--- config.mk ---
export PLATFORM = sky130hd
export DESIGN_NAME = zverif_trace_buffer
export DESIGN_NICKNAME = d
export VERILOG_FILES = /design/src/rtl/zverif_trace_buffer.sv
export SDC_FILE = /design/constraint.sdc
export NUM_CORES = 1
export LEC_CHECK = 0
export ABC_AREA = 1
export CORE_MARGIN = 4
export CORE_UTILIZATION = 40
export CTS_CLUSTER_DIAMETER = 30
export DETAILED_ROUTE_END_ITERATION = 7
export PLACE_DENSITY_LB_ADDON = 0.25
export SYNTH_ARGS = -nofsm -noshare
export SYNTH_HDL_FRONTEND = slang
export SYNTH_SLANG_ARGS = --single-unit
--- constraint.sdc ---
create_clock -name clk -period 9 [get_ports clk]
set_input_delay 1.8 -clock clk [delete_from_list [all_inputs] [get_ports clk]]
set_output_delay 1.8 -clock clk [all_outputs]
set_load 0.01 [all_outputs]
--- src/rtl/zverif_trace_buffer.sv ---
// zverif_trace_buffer: elastic buffer between the core's instruction-trace
// port and a host-facing valid/ready stream. The core is never stalled:
// words arriving with no room are dropped and counted.
//
// Optional feature macro: ZVERIF_TRACE_MARKER_EN
//   defined   -> after a burst of drops, one marker word
//                {4'hF, 16'h0000, dropped_count} is written into the FIFO.
//   undefined -> drops are silent; only overflow/drop_total report them.
module zverif_trace_buffer #(
    parameter int DEPTH = 16,
    parameter int AW    = $clog2(DEPTH)
) (
    input  logic          clk,
    input  logic          resetn,
    input  logic          trace_valid,
    input  logic [35:0]   trace_data,
    input  logic          flush,
    output logic          out_valid,
    input  logic          out_ready,
    output logic [35:0]   out_data,
    output logic [AW:0]   level,
    output logic          overflow,
    output logic [31:0]   drop_total
);

    localparam logic [AW:0] PTR_ONE = {{AW{1'b0}}, 1'b1};

`ifdef ZVERIF_TRACE_MARKER_EN
    typedef enum logic {
        ST_NORMAL,
        ST_DROP
    } state_t;

    state_t      state_q, state_d;
    logic [15:0] ep_count_q, ep_count_d;
    logic [15:0] ep_marker;
`endif

    logic [35:0] mem_q [DEPTH];
    logic [AW:0] wr_ptr_q, wr_ptr_d;
    logic [AW:0] rd_ptr_q, rd_ptr_d;
    logic        overflow_q, overflow_d;
    logic [31:0] drop_total_q, drop_total_d;
    logic [31:0] drop_total_inc;

    logic        empty;
    logic        full;
    logic        pop;
    logic        space;
    logic        wr_en;
    logic [35:0] wr_data;

    // Occupancy flags from the extra pointer wrap bit; a pop in the same
    // cycle frees one slot for an incoming word.
    always_comb begin
        empty          = (wr_ptr_q == rd_ptr_q);
        full           = (wr_ptr_q[AW] != rd_ptr_q[AW]) &&
                         (wr_ptr_q[AW-1:0] == rd_ptr_q[AW-1:0]);
        pop            = !empty && out_ready;
        space          = !full || pop;
        drop_total_inc = (drop_total_q == 32'hFFFF_FFFF) ? drop_total_q
                                                         : drop_total_q + 32'd1;
`ifdef ZVERIF_TRACE_MARKER_EN
        ep_marker      = (trace_valid && ep_count_q != 16'hFFFF) ? ep_count_q + 16'd1
                                                                 : ep_count_q;
`endif
    end

    // Next-state: pointers, drop accounting and (optionally) the marker FSM.
    always_comb begin
        wr_en        = 1'b0;
        wr_data      = trace_data;
        wr_ptr_d     = wr_ptr_q;
        rd_ptr_d     = rd_ptr_q;
        overflow_d   = overflow_q;
        drop_total_d = drop_total_q;
`ifdef ZVERIF_TRACE_MARKER_EN
        state_d      = state_q;
        ep_count_d   = ep_count_q;
`endif
        if (flush) begin
            wr_ptr_d = '0;
            rd_ptr_d = '0;
`ifdef ZVERIF_TRACE_MARKER_EN
            state_d    = ST_NORMAL;
            ep_count_d = 16'd0;
`endif
        end else begin
            if (pop) begin
                rd_ptr_d = rd_ptr_q + PTR_ONE;
            end
`ifdef ZVERIF_TRACE_MARKER_EN
            case (state_q)
                ST_NORMAL: begin
                    if (trace_valid) begin
                        if (space) begin
                            wr_en = 1'b1;
                        end else begin
                            ep_count_d   = 16'd1;
                            overflow_d   = 1'b1;
                            drop_total_d = drop_total_inc;
                            state_d      = ST_DROP;
                        end
                    end
                end
                ST_DROP: begin
                    if (space) begin
                        wr_en      = 1'b1;
                        wr_data    = {4'hF, 16'h0000, ep_marker};
                        ep_count_d = 16'd0;
                        state_d    = ST_NORMAL;
                        if (trace_valid) begin
                            drop_total_d = drop_total_inc;
                        end
                    end else if (trace_valid) begin
                        ep_count_d   = ep_marker;
                        drop_total_d = drop_total_inc;
                    end
                end
                default: begin
                    state_d = ST_NORMAL;
                end
            endcase
`else
            if (trace_valid) begin
                if (space) begin
                    wr_en = 1'b1;
                end else begin
                    overflow_d   = 1'b1;
                    drop_total_d = drop_total_inc;
                end
            end
`endif
            if (wr_en) begin
                wr_ptr_d = wr_ptr_q + PTR_ONE;
            end
        end
    end

    // Storage array; contents need no reset because pointers gate visibility.
    always_ff @(posedge clk) begin
        if (resetn && wr_en) begin
            mem_q[wr_ptr_q[AW-1:0]] <= wr_data;
        end
    end

    // Control and status registers with synchronous active-low reset.
    always_ff @(posedge clk) begin
        if (!resetn) begin
            wr_ptr_q     <= '0;
            rd_ptr_q     <= '0;
            overflow_q   <= 1'b0;
            drop_total_q <= 32'd0;
`ifdef ZVERIF_TRACE_MARKER_EN
            state_q      <= ST_NORMAL;
            ep_count_q   <= 16'd0;
`endif
        end else begin
            wr_ptr_q     <= wr_ptr_d;
            rd_ptr_q     <= rd_ptr_d;
            overflow_q   <= overflow_d;
            drop_total_q <= drop_total_d;
`ifdef ZVERIF_TRACE_MARKER_EN
            state_q      <= state_d;
            ep_count_q   <= ep_count_d;
`endif
        end
    end

    // Outputs come only from registered state; data reads as zero when empty.
    always_comb begin
        out_valid  = !empty;
        out_data   = empty ? 36'd0 : mem_q[rd_ptr_q[AW-1:0]];
        level      = wr_ptr_q - rd_ptr_q;
        overflow   = overflow_q;
        drop_total = drop_total_q;
    end

endmodule

==> results.sh <==
export IMPL_area_growth_pct=23.3
export IMPL_dr_pass1_iters=5
export IMPL_peakVddDrop_uv=146
export IMPL_start_kind="flip-flop"
export IMPL_dp_cells=3192
export IMPL_relSlewSlack=0.183
export IMPL_wl_met3_um=3830
export IMPL_period_share=0.720
export IMPL_synth_nets=2383
export IMPL_status="completed"
export IMPL_n_fill_cell=5500
export IMPL_yosysWarningCount=0
export IMPL_timing_worst_setup_path_type="flip-flop to output port"
export IMPL_post_place_ws_ns=3.21
export IMPL_gp_congestion=0.840
export IMPL_syn_avg_cell_area_um2=11.1
export IMPL_numCtsBuffers=114
export IMPL_ios=116
export IMPL_overflow=0
export IMPL_synthTopCellsByArea="edfxtp_1 (67%), nand2_1 (11%), nand3_1 (6.0%), dfxtp_1 (3.6%), nor2_1 (2.4%)"
export IMPL_fmax_mhz=154
export IMPL_coreArea_um2=63500
export IMPL_fp_dieW_um=262
export IMPL_layout_common_cells="nand2_1 (743), edfxtp_1 (576), nand3_1 (311)"
export IMPL_ctsHoldBuffers=0
export IMPL_top_layer_used="met5"
export IMPL_rows=92
export IMPL_vias_per_cell=5.22
export IMPL_antenna_diode_count=0
export IMPL_grt_pass1_wl_um=105000
export IMPL_cts_root_buf="clkbuf_16"
export IMPL_setup_ws_ns=2.52
export IMPL_synthCells=2331
export IMPL_crit_arrival_ns=4.68
export IMPL_final_nets=2514
export IMPL_antenna_found_initial=3
export IMPL_rsz0062_at_grt="false"
export IMPL_drtAntennaViolNets=0
export IMPL_detail_route_wl_per_cell_um=20.0
export IMPL_drv_cap=0
export IMPL_cts_buffer_depth=3
export IMPL_cp_end_kind="output port"
export IMPL_netlist_area_leader_share=0.668
export IMPL_insertion_delay_ns=0.66
export IMPL_muxShareOfSynthArea=0
export IMPL_met2_length_um=33700
export IMPL_yosysTopAreaCell="edfxtp_1"
export IMPL_wl_met1_um=28800
export IMPL_path_clk_slew_ns=0.05
export IMPL_leakagePower_nw=11.4
export IMPL_hp_class="flip-flop to flip-flop"
export IMPL_finalSetupViolations=0
export IMPL_wirelength_um=68200
export IMPL_synth_area_um2=25900
export IMPL_dp_hpwl_um=34500
export IMPL_post_cts_buffers=0
export IMPL_cts_tree="built"
export IMPL_critPathRequiredTime_ns=7.20
export IMPL_fin_tns_setup_ns=0
export IMPL_synth_top_family_by_area="simple AND/OR/NAND/NOR gates"
export IMPL_synth_xor_area_frac=0.00643
export IMPL_cts_repair_resized=0
export IMPL_cts_sinks=623
export IMPL_synth_cell_type_count=32
export IMPL_hold_slack_ns=0.478
export IMPL_synth_compound_area_frac=0.0481
export IMPL_fin_cells=3407
export IMPL_die_area_um2=68800
export IMPL_fin_crit_ns=6.48
export IMPL_ys_ff_latch=623
export IMPL_vias=17800
export IMPL_start_util=0.407
export IMPL_hold_violations=0
export IMPL_port_buffer_count=115
export IMPL_dieHeight_um=262
export IMPL_h_tree_depth=3
export IMPL_yosysSeqAreaShare=0.705
export IMPL_skew_ns=0.0327
export IMPL_grt_pass1_vias=17900
export IMPL_layout_drive_gt1_share=0.112
export IMPL_drc=0
export IMPL_layout_commonest_cell="nand2_1"
export IMPL_synthAdderAreaFrac=0.00561
export IMPL_report_final_slew_viol_count=0
export IMPL_worst_pin_slew_ns=1.23
export IMPL_track_usage=0.194
export IMPL_crit_fanout=108
export IMPL_total_power_w=0.00788
export IMPL_drtIter0Drc=1502
export IMPL_synthSimpleGateAreaFrac=0.204
export IMPL_grt_max_degree=122
export IMPL_p_per_area_nw_per_um2=247
-- kinds of logic (layout without fill, tap and decap cells) --
| group | Yosys count | in the layout |
|---|---|---|
| and+or+nand+nor | 1266 | 1266 |
| DFF | 623 | 623 |
| AOI/OAI and AO/OA | 222 | 222 |
| buffers and inverters | 190 | 420 |
| xor gates and xnor gates | 19 | 19 |
| adders and majority gates | 11 | 11 |
-- routing by layer --
| metal | global-route usage | vias up |
|---|---|---|
| met2 | 0.335 | 554 |
| met4 | 0.0696 | 6 |
| li1 | - | 8387 |
| met5 | 0 | - |
| met1 | 0.248 | 8708 |
| met3 | 0.0311 | 126 |
-- power breakdown --
part           switching, W  leakage, nW  total [W]  internal, W
Sequential       0.00000650         5.56    0.00318      0.00318
Clock               0.00146         1.95    0.00443      0.00297
Combinational      0.000181         3.86   0.000269    0.0000880
Total               0.00165         11.4    0.00788      0.00623
-- area by class of cell --
class,instances,area [um2],area share
multi-input combinational,1518,6950,0.218
inverter,61,241,0.00756
sequential,623,18200,0.571
clock buffer,121,2900,0.0908
tap,846,1060,0.0332
timing repair buffer,144,1370,0.0429
clock inverter,94,1160,0.0364
-- synth_stat cells --
| cell | n |
|---|---|
| nand2_4 | 2 |
| nor2_4 | 5 |
| fa_1 | 1 |
| inv_1 | 55 |
| inv_2 | 5 |
| clkinv_1 | 1 |
| o21ai_0 | 48 |
| buf_4 | 2 |
| a21oi_2 | 12 |
| xnor2_1 | 6 |
| clkbuf_1 | 61 |
| ha_1 | 10 |
| and3_1 | 1 |
| nand4_1 | 8 |
| o21ai_1 | 4 |
| nand2_2 | 13 |
| xor2_1 | 13 |
| nor3_1 | 7 |
| dfxtp_1 | 47 |
| nand2_1 | 743 |
| buf_8 | 3 |
| clkbuf_2 | 1 |
| o31ai_1 | 36 |
| nand3_1 | 311 |
| buf_1 | 20 |
| a21oi_1 | 122 |
| buf_2 | 42 |
| nand3b_1 | 3 |
| nor2_2 | 4 |
| and2_1 | 1 |
| nor2_1 | 168 |
| edfxtp_1 | 576 |
-- state kept, by name (all words and copies together) (netlist names), named ones only --
signal and cells:
mem_q 576, overflow 1, rd_ptr_q 5, drop_total 32, wr_ptr_q 5
-- critical path, cell delays in order, from the launching register on --
cell and delay (ns):
dfxtp_4 0.50, buf_4 0.88, buf_4 1.00, nand2_1 0.14, nand3_1 0.14, nand3_1 0.10
nand2_1 0.10, nand2_1 0.06, a21oi_1 0.30, clkdlybuf4s50_1 0.61
-- metrics by stage --
| step | cell area (um2) | util |
|---|---|---|
| detailed placement | 27900 | 0.439 |
| CTS | 31900 | 0.502 |
| global route | 31900 | 0.502 |
| global placement | 27900 | 0.439 |
| finish | 31900 | 0.502 |
| floorplan | 25900 | - |
-- worst paths after layout --
kind / slack (ns) / end / depth (start not counted) / startpoint
worst max-delay path: 2.52 / out_data[5] / 9 / flip-flop
worst min-delay path: 0.48 / overflow$_SDFFE_PN0P_ / 2 / overflow$_SDFFE_PN0P_
worst min register to register: 0.48 / overflow$_SDFFE_PN0P_ / 2 / overflow$_SDFFE_PN0P_
worst max register to register: 5.60 / mem_q[10][16]$_DFFE_PP_ / 10 / wr_ptr_q[0]$_SDFFE_PP0P_
(Power assumes the default switching activity.)
